[config.mk]
export PLATFORM = sky130hd
export DESIGN_NAME = inst_frontend_flat
export DESIGN_NICKNAME = d
export VERILOG_FILES = /design/src/rtl/inst_frontend_if.sv /design/src/rtl/inst_frontend.sv /design/src/flat_wrapper.sv
export SDC_FILE = /design/constraint.sdc
export NUM_CORES = 1
export LEC_CHECK = 0
export BUFFER_PORTS_ARGS = -buffer_cell sky130_fd_sc_hd__buf_2
export CORE_MARGIN = 3
export CORE_UTILIZATION = 48
export CTS_BUF_LIST = sky130_fd_sc_hd__clkbuf_16
export DETAILED_ROUTE_END_ITERATION = 6
export GPL_TIMING_DRIVEN = 1
export PLACE_DENSITY = 0.84
export SYNTH_ARGS = -nofsm -noshare
export SYNTH_HDL_FRONTEND = slang
export SYNTH_SLANG_ARGS = --single-unit
[constraint.sdc]
create_clock -name clk -period 6 [get_ports clk]
set_clock_uncertainty 0.05 [all_clocks]
set_input_delay 1.2 -clock clk [delete_from_list [all_inputs] [get_ports clk]]
set_output_delay 1.2 -clock clk [all_outputs]
set_load 0.03 [all_outputs]
[src/rtl/inst_frontend_if.sv]
// Bundle between the instruction source and the frontend: the instruction word
// and OFIFO status flow in, SRAM controls, datapath strobes, errors and counters flow out.
interface inst_frontend_if #(
    parameter int ADDR_W = 11
);
    logic [63:0]       inst;
    logic              ofifo_valid;
    logic              xmem_cen_n;
    logic              xmem_wen_n;
    logic [ADDR_W-1:0] xmem_a;
    logic              pmem_cen_n;
    logic              pmem_wen_n;
    logic [ADDR_W-1:0] pmem_a;
    logic              l0_wr;
    logic              l0_rd;
    logic              ififo_wr;
    logic              ififo_rd;
    logic              ofifo_rd;
    logic              execute;
    logic              load;
    logic              acc;
    logic              sfu_passthrough;
    logic              pmem_ren;
    logic              debug;
    logic [3:0]        err;
    logic [7:0]        exec_cnt;
    logic [7:0]        orow_cnt;

    modport master (
        output inst, ofifo_valid,
        input  xmem_cen_n, xmem_wen_n, xmem_a, pmem_cen_n, pmem_wen_n, pmem_a,
               l0_wr, l0_rd, ififo_wr, ififo_rd, ofifo_rd, execute, load,
               acc, sfu_passthrough, pmem_ren, debug, err, exec_cnt, orow_cnt
    );

    modport slave (
        input  inst, ofifo_valid,
        output xmem_cen_n, xmem_wen_n, xmem_a, pmem_cen_n, pmem_wen_n, pmem_a,
               l0_wr, l0_rd, ififo_wr, ififo_rd, ofifo_rd, execute, load,
               acc, sfu_passthrough, pmem_ren, debug, err, exec_cnt, orow_cnt
    );
endinterface

[src/rtl/inst_frontend.sv]
// Instruction frontend: registers the instruction word onto the datapath strobes,
// delays psum writes to line up with the SFU pipeline, and tracks errors and counts.
module inst_frontend #(
    parameter int SFU_LAT = 1,
    parameter int ADDR_W  = 11
) (
    input logic           clk,
    input logic           reset,
    inst_frontend_if.slave bus
);

    logic [63:0]       inst;
    logic              pm_rd;
    logic              pm_wr;
    logic              ofifo_rd_ok;
    logic              head_vld;
    logic [ADDR_W-1:0] head_addr;
    logic              collision;
    logic              unused_inst_bits;

    logic [SFU_LAT-1:0] dl_vld;
    logic [ADDR_W-1:0]  dl_addr [SFU_LAT];

    assign inst             = bus.inst;
    assign pm_rd            = !inst[32] && !inst[31];
    assign pm_wr            = !inst[32] && inst[31];
    assign ofifo_rd_ok      = inst[6] && bus.ofifo_valid;
    assign head_vld         = dl_vld[SFU_LAT-1];
    assign head_addr        = dl_addr[SFU_LAT-1];
    assign collision        = head_vld && pm_rd;
    assign unused_inst_bits = ^inst[62:36];

    // Psum write delay line: one slot per SFU stage, shifts every cycle so
    // back-to-back writes emerge in order without loss.
    always_ff @(posedge clk or posedge reset) begin
        if (reset) begin
            dl_vld <= '0;
            for (int i = 0; i < SFU_LAT; i++) dl_addr[i] <= '0;
        end else begin
            dl_vld[0]  <= pm_wr;
            dl_addr[0] <= ADDR_W'(inst[30:20]);
            for (int i = 1; i < SFU_LAT; i++) begin
                dl_vld[i]  <= dl_vld[i-1];
                dl_addr[i] <= dl_addr[i-1];
            end
        end
    end

    // Stage-1 forwarding of xmem controls and datapath strobes.
    always_ff @(posedge clk or posedge reset) begin
        if (reset) begin
            bus.xmem_cen_n      <= 1'b1;
            bus.xmem_wen_n      <= 1'b1;
            bus.xmem_a          <= '0;
            bus.l0_wr           <= 1'b0;
            bus.l0_rd           <= 1'b0;
            bus.ififo_wr        <= 1'b0;
            bus.ififo_rd        <= 1'b0;
            bus.ofifo_rd        <= 1'b0;
            bus.execute         <= 1'b0;
            bus.load            <= 1'b0;
            bus.acc             <= 1'b0;
            bus.sfu_passthrough <= 1'b0;
            bus.debug           <= 1'b0;
        end else begin
            bus.xmem_cen_n      <= inst[19];
            bus.xmem_wen_n      <= inst[18];
            bus.xmem_a          <= ADDR_W'(inst[17:7]);
            bus.l0_wr           <= inst[2];
            bus.l0_rd           <= inst[3];
            bus.ififo_wr        <= inst[5];
            bus.ififo_rd        <= inst[4];
            bus.ofifo_rd        <= ofifo_rd_ok;
            bus.execute         <= inst[1];
            bus.load            <= inst[0];
            bus.acc             <= inst[33];
            bus.sfu_passthrough <= inst[34];
            bus.debug           <= inst[63];
        end
    end

    // Psum port arbitration: a delayed write at the line head beats a fresh read.
    always_ff @(posedge clk or posedge reset) begin
        if (reset) begin
            bus.pmem_cen_n <= 1'b1;
            bus.pmem_wen_n <= 1'b1;
            bus.pmem_a     <= '0;
            bus.pmem_ren   <= 1'b0;
        end else if (head_vld) begin
            bus.pmem_cen_n <= 1'b0;
            bus.pmem_wen_n <= 1'b0;
            bus.pmem_a     <= head_addr;
            bus.pmem_ren   <= 1'b0;
        end else if (pm_rd) begin
            bus.pmem_cen_n <= 1'b0;
            bus.pmem_wen_n <= 1'b1;
            bus.pmem_a     <= ADDR_W'(inst[30:20]);
            bus.pmem_ren   <= inst[35];
        end else begin
            bus.pmem_cen_n <= 1'b1;
            bus.pmem_wen_n <= 1'b1;
            bus.pmem_ren   <= 1'b0;
        end
    end

    // Sticky error flags, accumulated at capture.
    always_ff @(posedge clk or posedge reset) begin
        if (reset) begin
            bus.err <= '0;
        end else begin
            bus.err <= bus.err | {inst[6] && !bus.ofifo_valid,
                                  collision,
                                  !inst[19] && !inst[18] && inst[2],
                                  inst[0] && inst[1]};
        end
    end

    // Saturating execute and OFIFO-row counters.
    always_ff @(posedge clk or posedge reset) begin
        if (reset) begin
            bus.exec_cnt <= '0;
            bus.orow_cnt <= '0;
        end else begin
            if (inst[1] && bus.exec_cnt != 8'hFF) bus.exec_cnt <= bus.exec_cnt + 8'd1;
            if (ofifo_rd_ok && bus.orow_cnt != 8'hFF) bus.orow_cnt <= bus.orow_cnt + 8'd1;
        end
    end

endmodule

[src/flat_wrapper.sv]
// flat-port wrapper written by rule: the top's interface ports become plain ports
module inst_frontend_flat 
#(
    parameter int SFU_LAT = 1,
    parameter int ADDR_W  = 11
)
  (clk, reset, bus_inst, bus_ofifo_valid, bus_xmem_cen_n, bus_xmem_wen_n, bus_xmem_a, bus_pmem_cen_n, bus_pmem_wen_n, bus_pmem_a, bus_l0_wr, bus_l0_rd, bus_ififo_wr, bus_ififo_rd, bus_ofifo_rd, bus_execute, bus_load, bus_acc, bus_sfu_passthrough, bus_pmem_ren, bus_debug, bus_err, bus_exec_cnt, bus_orow_cnt);
  inst_frontend_if #(.ADDR_W(ADDR_W)) bus_i ();
  input logic clk;
  input logic reset;
  input wire logic [$bits(bus_i.inst)-1:0] bus_inst;
  input wire logic [$bits(bus_i.ofifo_valid)-1:0] bus_ofifo_valid;
  output wire logic [$bits(bus_i.xmem_cen_n)-1:0] bus_xmem_cen_n;
  output wire logic [$bits(bus_i.xmem_wen_n)-1:0] bus_xmem_wen_n;
  output wire logic [$bits(bus_i.xmem_a)-1:0] bus_xmem_a;
  output wire logic [$bits(bus_i.pmem_cen_n)-1:0] bus_pmem_cen_n;
  output wire logic [$bits(bus_i.pmem_wen_n)-1:0] bus_pmem_wen_n;
  output wire logic [$bits(bus_i.pmem_a)-1:0] bus_pmem_a;
  output wire logic [$bits(bus_i.l0_wr)-1:0] bus_l0_wr;
  output wire logic [$bits(bus_i.l0_rd)-1:0] bus_l0_rd;
  output wire logic [$bits(bus_i.ififo_wr)-1:0] bus_ififo_wr;
  output wire logic [$bits(bus_i.ififo_rd)-1:0] bus_ififo_rd;
  output wire logic [$bits(bus_i.ofifo_rd)-1:0] bus_ofifo_rd;
  output wire logic [$bits(bus_i.execute)-1:0] bus_execute;
  output wire logic [$bits(bus_i.load)-1:0] bus_load;
  output wire logic [$bits(bus_i.acc)-1:0] bus_acc;
  output wire logic [$bits(bus_i.sfu_passthrough)-1:0] bus_sfu_passthrough;
  output wire logic [$bits(bus_i.pmem_ren)-1:0] bus_pmem_ren;
  output wire logic [$bits(bus_i.debug)-1:0] bus_debug;
  output wire logic [$bits(bus_i.err)-1:0] bus_err;
  output wire logic [$bits(bus_i.exec_cnt)-1:0] bus_exec_cnt;
  output wire logic [$bits(bus_i.orow_cnt)-1:0] bus_orow_cnt;
  assign bus_i.inst = bus_inst;
  assign bus_i.ofifo_valid = bus_ofifo_valid;
  assign bus_xmem_cen_n = bus_i.xmem_cen_n;
  assign bus_xmem_wen_n = bus_i.xmem_wen_n;
  assign bus_xmem_a = bus_i.xmem_a;
  assign bus_pmem_cen_n = bus_i.pmem_cen_n;
  assign bus_pmem_wen_n = bus_i.pmem_wen_n;
  assign bus_pmem_a = bus_i.pmem_a;
  assign bus_l0_wr = bus_i.l0_wr;
  assign bus_l0_rd = bus_i.l0_rd;
  assign bus_ififo_wr = bus_i.ififo_wr;
  assign bus_ififo_rd = bus_i.ififo_rd;
  assign bus_ofifo_rd = bus_i.ofifo_rd;
  assign bus_execute = bus_i.execute;
  assign bus_load = bus_i.load;
  assign bus_acc = bus_i.acc;
  assign bus_sfu_passthrough = bus_i.sfu_passthrough;
  assign bus_pmem_ren = bus_i.pmem_ren;
  assign bus_debug = bus_i.debug;
  assign bus_err = bus_i.err;
  assign bus_exec_cnt = bus_i.exec_cnt;
  assign bus_orow_cnt = bus_i.orow_cnt;
  inst_frontend #(.SFU_LAT(SFU_LAT), .ADDR_W(ADDR_W)) u_core (.clk(clk), .reset(reset), .bus(bus_i));
endmodule
==> out/results.ini, run 1 <==
[floorplanning]
design.core.area_um2=4820
ioPinCount=124
die_w_um=77.3
fp.dieH_um=77.3
rows=25
start_util_pct=50.6
die_area_um2=5970

[sta]
final_hold_viol_count=0
relSlewSlack_pct=40.7
rsz0062_at_grt=false
drv_slew=0
post-route-period-util_pct=37.9
tightest_slew_ns=0.890
fin_crit_ns=2.27
setup_violations=0
max_freq_ghz=0.440
fin_tns_setup_ns=0

[finish]
area_delta_synth_final_pct=34.2
n_antenna_cell=0
fillers=381
drive_gt1_share_pct=44.6
nets=349

[grt]
overflow=0
grt_pass1_wl_mm=8.00
grt_max_degree=70
antenna_found_initial=0
grt_pass1_vias=1744
grtUsageTotal_pct=17.1

[synth]
ys_types=35
postSynthAreaPerCell_um2=13.9
ys.flop_type=dfrtp_1
synth_edf_count=0
ys_ff_latch=69
async_reset_ff_share_pct=100
yosysWarnings=0
ys_seq_area_share_pct=71.0
syn_inst=176
syn-cell-area_um2=2440
syn_nets=245

[detailed_routing]
wl_per_cell_um=13.2
drt_iter0_drc=53
dr.pass1.iters=4
dr_wl_met2_mm=2.37
drcViolationCount=0
routed_wl_mm=4.64
routed_via_density=4.76
vias=1676
ant_nets=0
dr_wl_met3_um=337
wl_met1_mm=1.85
top_layer=met4

[cts]
cts_root_buffer=clkbuf_16
postCtsHoldBufs=0
cts_tree=built
h-tree-depth=3
clockBufferDepth=2
cts_made_buffers=9
clk_pin_slew_ns=0.05
cts_setup_buffers=0
insertion_delay_ns=0.31
cts_resized=0
cts.sinks=69

[setup_path]
required_ns=4.75
slowest_stage=dfrtp_1
critPathTopFamily=flip-flops
end_kind=output port
critPathMaxStageDelay_ns=0.46
crit_type=reg2out
worstSetupStartpointType=flop
critPathBufInv=1
path_cells=buf_2
crit_fanout=8
cp.arrival_ns=1.02

[power]
p_total_mw=1.43
leakagePower_nw=1.59
peakVddDrop_uv=296
powerDensity_nw_per_um2=438

[placed_design]
gp_congestion=0.772
portBuffers=96
hpwl_mm=3.27

[run_status]
outcome=finished clean

[min_path]
hp-class=reg2reg

[flow_run]
max_cap_violations=0

-- per-stage QoR --
step	hold WS, ns	worst slack (ns)	area [µm²]	util [%]	cells
6_report	0.399	3.73	3270	67.9	352
5_1_grt	0.431	3.66	3270	67.9	352
4_1_cts	0.401	3.72	3270	67.9	352
3_5_place_dp	0.389	3.58	2990	62.1	336
3_3_place_gp	0.383	3.63	2990	62.1	336
2_1_floorplan	0.466	3.02	2440	-	176
-- placed cells by master (no fill, tap or decap), types with 4 or more instances in the layout --
cell type and count:
a21oi_1 17, nand3_1 6, dfstp_2 4, clkbuf_16 9, inv_1 8, buf_2 96, dfrtp_1 65, nor2_1 17
mux2i_1 11, a21o_1 4, nand2_1 6
-- cell families (layout without fill, tap and decap cells) --
family	count (synthesis)	after routing	share of synthesized area [%]
xor+xnor	4	4	1.44
mux	14	14	6.05
flops	69	69	71.0
simple gates	43	43	9.69
buf+inv	11	120	2.00
compound gates	33	33	8.82
fa+ha+maj	2	2	1.03
-- synth_stat cells (2+ instances only) --
library cell,n,area [µm²]
nand3_1,6,30.0
and3_1,2,12.5
o21ai_2,2,17.5
buf_2,2,10.0
nor2b_1,2,12.5
inv_1,7,26.3
nor2_1,17,63.8
a41oi_1,2,17.5
a31oi_1,3,18.8
a21o_1,4,30.0
nand4_1,2,12.5
a21oi_1,17,85.1
xnor2_1,3,26.3
dfrtp_1,65,1630
dfstp_2,4,105
nand2_1,6,22.5
o21a_1,3,22.5
mux2i_1,11,110
ha_1,2,25.0
-- flip-flops by register name, indices dropped and copies added (netlist names), 4 cells and up --
signal,flops
u_core.bus.pmem_a,11
u_core.bus.xmem_a,11
u_core.dl_addr,11
u_core.bus.exec_cnt,8
u_core.bus.orow_cnt,8
u_core.bus.err,4
-- where the power goes --
| part | total [mW] | switching, mW | internal [mW] |
|---|---|---|---|
| clock network | 0.490 | 0.175 | 0.315 |
| logic | 0.335 | 0.223 | 0.112 |
| registers | 0.608 | 0.0739 | 0.534 |
| total | 1.43 | 0.472 | 0.962 |
-- per-layer routing --
metal | track usage (%) | vias up
met5 | 0 | -
met4 | 7.47 | 0
met3 | 5.63 | 8
met2 | 29.7 | 59
met1 | 19.2 | 792
li1 | - | 817
-- final timing paths --
kind	startpoint	to	slack, ns	depth (start not counted)
setup / recovery	u_core.bus.orow_cnt[4]	bus_orow_cnt[4]	3.73	1
min in group asynchronous	reset	u_core.bus.xmem_a[6]	1.07	3
hold / removal	u_core.bus.err[2]	u_core.bus.err[2]	0.40	1
setup reg to reg	u_core.dl_vld	u_core.bus.pmem_a[1]	4.26	4
max in group asynchronous	reset	u_core.bus.pmem_a[2]	4.29	3
hold reg to reg	u_core.bus.err[2]	u_core.bus.err[2]	0.40	1
-- area by class of cell --
class	instances	area, µm²	share of cell area, %
Clock buffer	9	225	6.88
Clock inverter	7	58.8	1.80
Inverter	7	26.3	0.803
Multi-Input combinational cell	96	659	20.1
Sequential cell	69	1730	52.9
Tap cell	67	83.8	2.56
Timing Repair Buffer	97	488	14.9
(Power assumes the default switching activity.)
==> run 2: changes to the inputs <==
Settings changed: CORE_UTILIZATION 48 to 40, PLACE_DENSITY 0.84 to 0.75.
Clock period 6 ns to 2 ns, I/O delays scaled along.
==> out/results.ini, run 2 (synthesis gave the netlist of run 1 again) <==
[finish]
n_antenna_cell=0  ; unchanged
fillers=478  ; was 381
largest_registers=u_core.bus.pmem_a: 11 flops, u_core.bus.xmem_a: 11 flops, u_core.dl_addr: 11 flops  ; unchanged
layoutNonFillerInstCount=359  ; was 352
drive_gt1_share_pct=45.3  ; was 44.6%
design_area_um2=3320  ; was 3270 µm²
area_delta_synth_final_pct=36.0  ; was 34.2%
mostFrequentLayoutCell=buf_2  ; unchanged
nets=351  ; was 349
layout_common_cells=buf_2, dfrtp_1, nor2_1, a21oi_1, mux2i_1  ; unchanged

[sta]
relSlewSlack_pct=77.0  ; was 40.7%
rsz0062_at_grt=false  ; unchanged
setup_violations=0  ; unchanged
fin_crit_ns=1.54
tightest_slew_ns=0.346  ; was 0.890 ns
max_freq_ghz=0.650
fin_tns_setup_ns=0  ; unchanged
final_hold_viol_count=0  ; unchanged
drv_slew=0  ; unchanged
post-route-period-util_pct=76.9

[floorplanning]
ioPinCount=124  ; unchanged
start_util_pct=42.7  ; was 50.6%
die_area_um2=7070  ; was 5970 µm²
rows=27  ; was 25
design.core.area_um2=5710  ; was 4820 µm²
fp.dieH_um=84.1  ; was 77.3 µm
die_w_um=84.1  ; was 77.3 µm

[run_status]
outcome=finished clean  ; unchanged

[setup_path]
slowest_stage=dfrtp_1  ; unchanged
required_ns=2.15  ; was 4.75 ns
end_kind=flop  ; was output port
crit_fanout=4  ; was 8
worstSetupStartpointType=flop  ; unchanged
cp.arrival_ns=1.69  ; was 1.02 ns
path_cells=ha_1, nand3_2, o21ai_2, mux2_1  ; was buf_2
critPathMaxStageDelay_ns=0.40  ; was 0.46 ns
reg2reg_from=u_core.bus.orow_cnt[0]  ; was u_core.dl_vld
crit_type=reg2reg  ; was reg2out
critPathBufInv=0  ; was 1
critPathTopFamily=flip-flops  ; unchanged
crit_start=u_core.bus.orow_cnt[0]  ; was u_core.bus.orow_cnt[4]

[cts]
cts_root_buffer=clkbuf_16  ; unchanged
cts_made_buffers=9  ; unchanged
cts.sinks=69  ; unchanged
insertion_delay_ns=0.32  ; was 0.31 ns
h-tree-depth=3  ; unchanged
cts_tree=built  ; unchanged
cts_resized=0  ; unchanged
clk_pin_slew_ns=0.06  ; was 0.05 ns
postCtsHoldBufs=0  ; unchanged
cts_setup_buffers=0  ; unchanged
clockBufferDepth=2  ; unchanged

[grt]
antenna_found_initial=0  ; unchanged
grt_max_degree=70  ; unchanged
grt_pass1_vias=1729  ; was 1744
overflow=0  ; unchanged
grt_pass1_wl_mm=8.02  ; was 8.00 mm
grtUsageTotal_pct=14.5  ; was 17.1%

[power]
switching_power_mw=1.45  ; was 0.472 mW
intPower_mw=2.90  ; was 0.962 mW
sw_frac_of_total_pct=33.3  ; was 32.9%
p_clk_share_pct=34.6  ; was 34.2%
p_comb_share_pct=23.5  ; was 23.4%
peakVddDrop_uv=733  ; was 296 µV
leakagePower_nw=1.59  ; about the same
powerDensity_nw_per_um2=1310  ; was 438 nW/µm²
seq_power_share_pct=41.9  ; was 42.4%
p_total_mw=4.35  ; was 1.43 mW

[min_path]
hp-class=in2async  ; was reg2reg

[placed_design]
dp.cells=343  ; was 336
hpwl_mm=3.48  ; was 3.27 mm
dpl_cell_area_um2=3030  ; was 2990 µm²
portBuffers=96  ; unchanged
gp_congestion=0.794  ; was 0.772

[detailed_routing]
routed_via_density=4.70  ; was 4.76
ant_nets=0  ; unchanged
drt_iter0_drc=55  ; was 53
wl_per_cell_um=13.5  ; was 13.2 µm
drcViolationCount=0  ; unchanged
routed_wl_mm=4.84  ; was 4.64 mm
vias=1687  ; was 1676
dr.pass1.iters=3  ; was 4

[flow_run]
max_cap_violations=0  ; unchanged

-- run 2: stage by stage --
step	util [%]	hold WS, ns	setup slack [ns]
finish	58.1	0.128	0.462
global route	58.1	0.116	0.373
CTS	58.1	0.120	0.458
detailed placement	53.0	0.366	0.476
global placement	53.0	0.358	0.487
floorplan	-	0.354	0.347
-- run 2: worst reg2reg max path: stages (launching register included) --
cell and delay (ns):
dfrtp_1 0.40, ha_1 0.22, nand3_2 0.15, o21ai_2 0.26, mux2_1 0.34
-- run 2: routing by layer --
| metal | track usage [%] | wire length (µm) | vias up |
|---|---|---|---|
| met3 | 8.00 | 461 | 4 |
| met5 | 0 | 0 | - |
| met4 | 4.97 | 34 | 0 |
| li1 | - | - | 823 |
| met2 | 23.2 | 2400 | 66 |
| met1 | 16.5 | 1950 | 794 |
-- run 2: path summary, 6_finish.rpt --
check                                    endpoint  slack (ns)  cells after the start
max reg2reg                u_core.bus.orow_cnt[1]        0.46                      4
min reg2reg                 u_core.bus.pmem_wen_n        0.37                      1
min                          u_core.bus.xmem_a[3]        0.13                      3
min in group clk             u_core.bus.xmem_a[6]        0.13                      1
max in group asynchronous   u_core.bus.pmem_wen_n        1.46                      3
max                        u_core.bus.orow_cnt[1]        0.46                      4
-- run 2: final cells by class --
type                       instances  area [µm²]  share of cell area, %
inverter                           7        30.0                  0.905
timing repair buffer              99         515                   15.5
tap                               72        90.1                   2.71
clock inverter                     7        66.3                   2.00
sequential                        69        1730                   52.2
clock buffer                       9         225                   6.79
multi-input combinational         96         659                   19.9
-- run 2: power by group through the flow --
stage	logic, mW	clock network, mW	registers [mW]
after floorplan	0.334	0	2.19
after global placement	1.02	0	1.83
after detailed placement	1.04	0	1.84
after CTS	1.04	1.55	1.82
after global routing	1.11	1.62	1.86
final	1.02	1.50	1.82
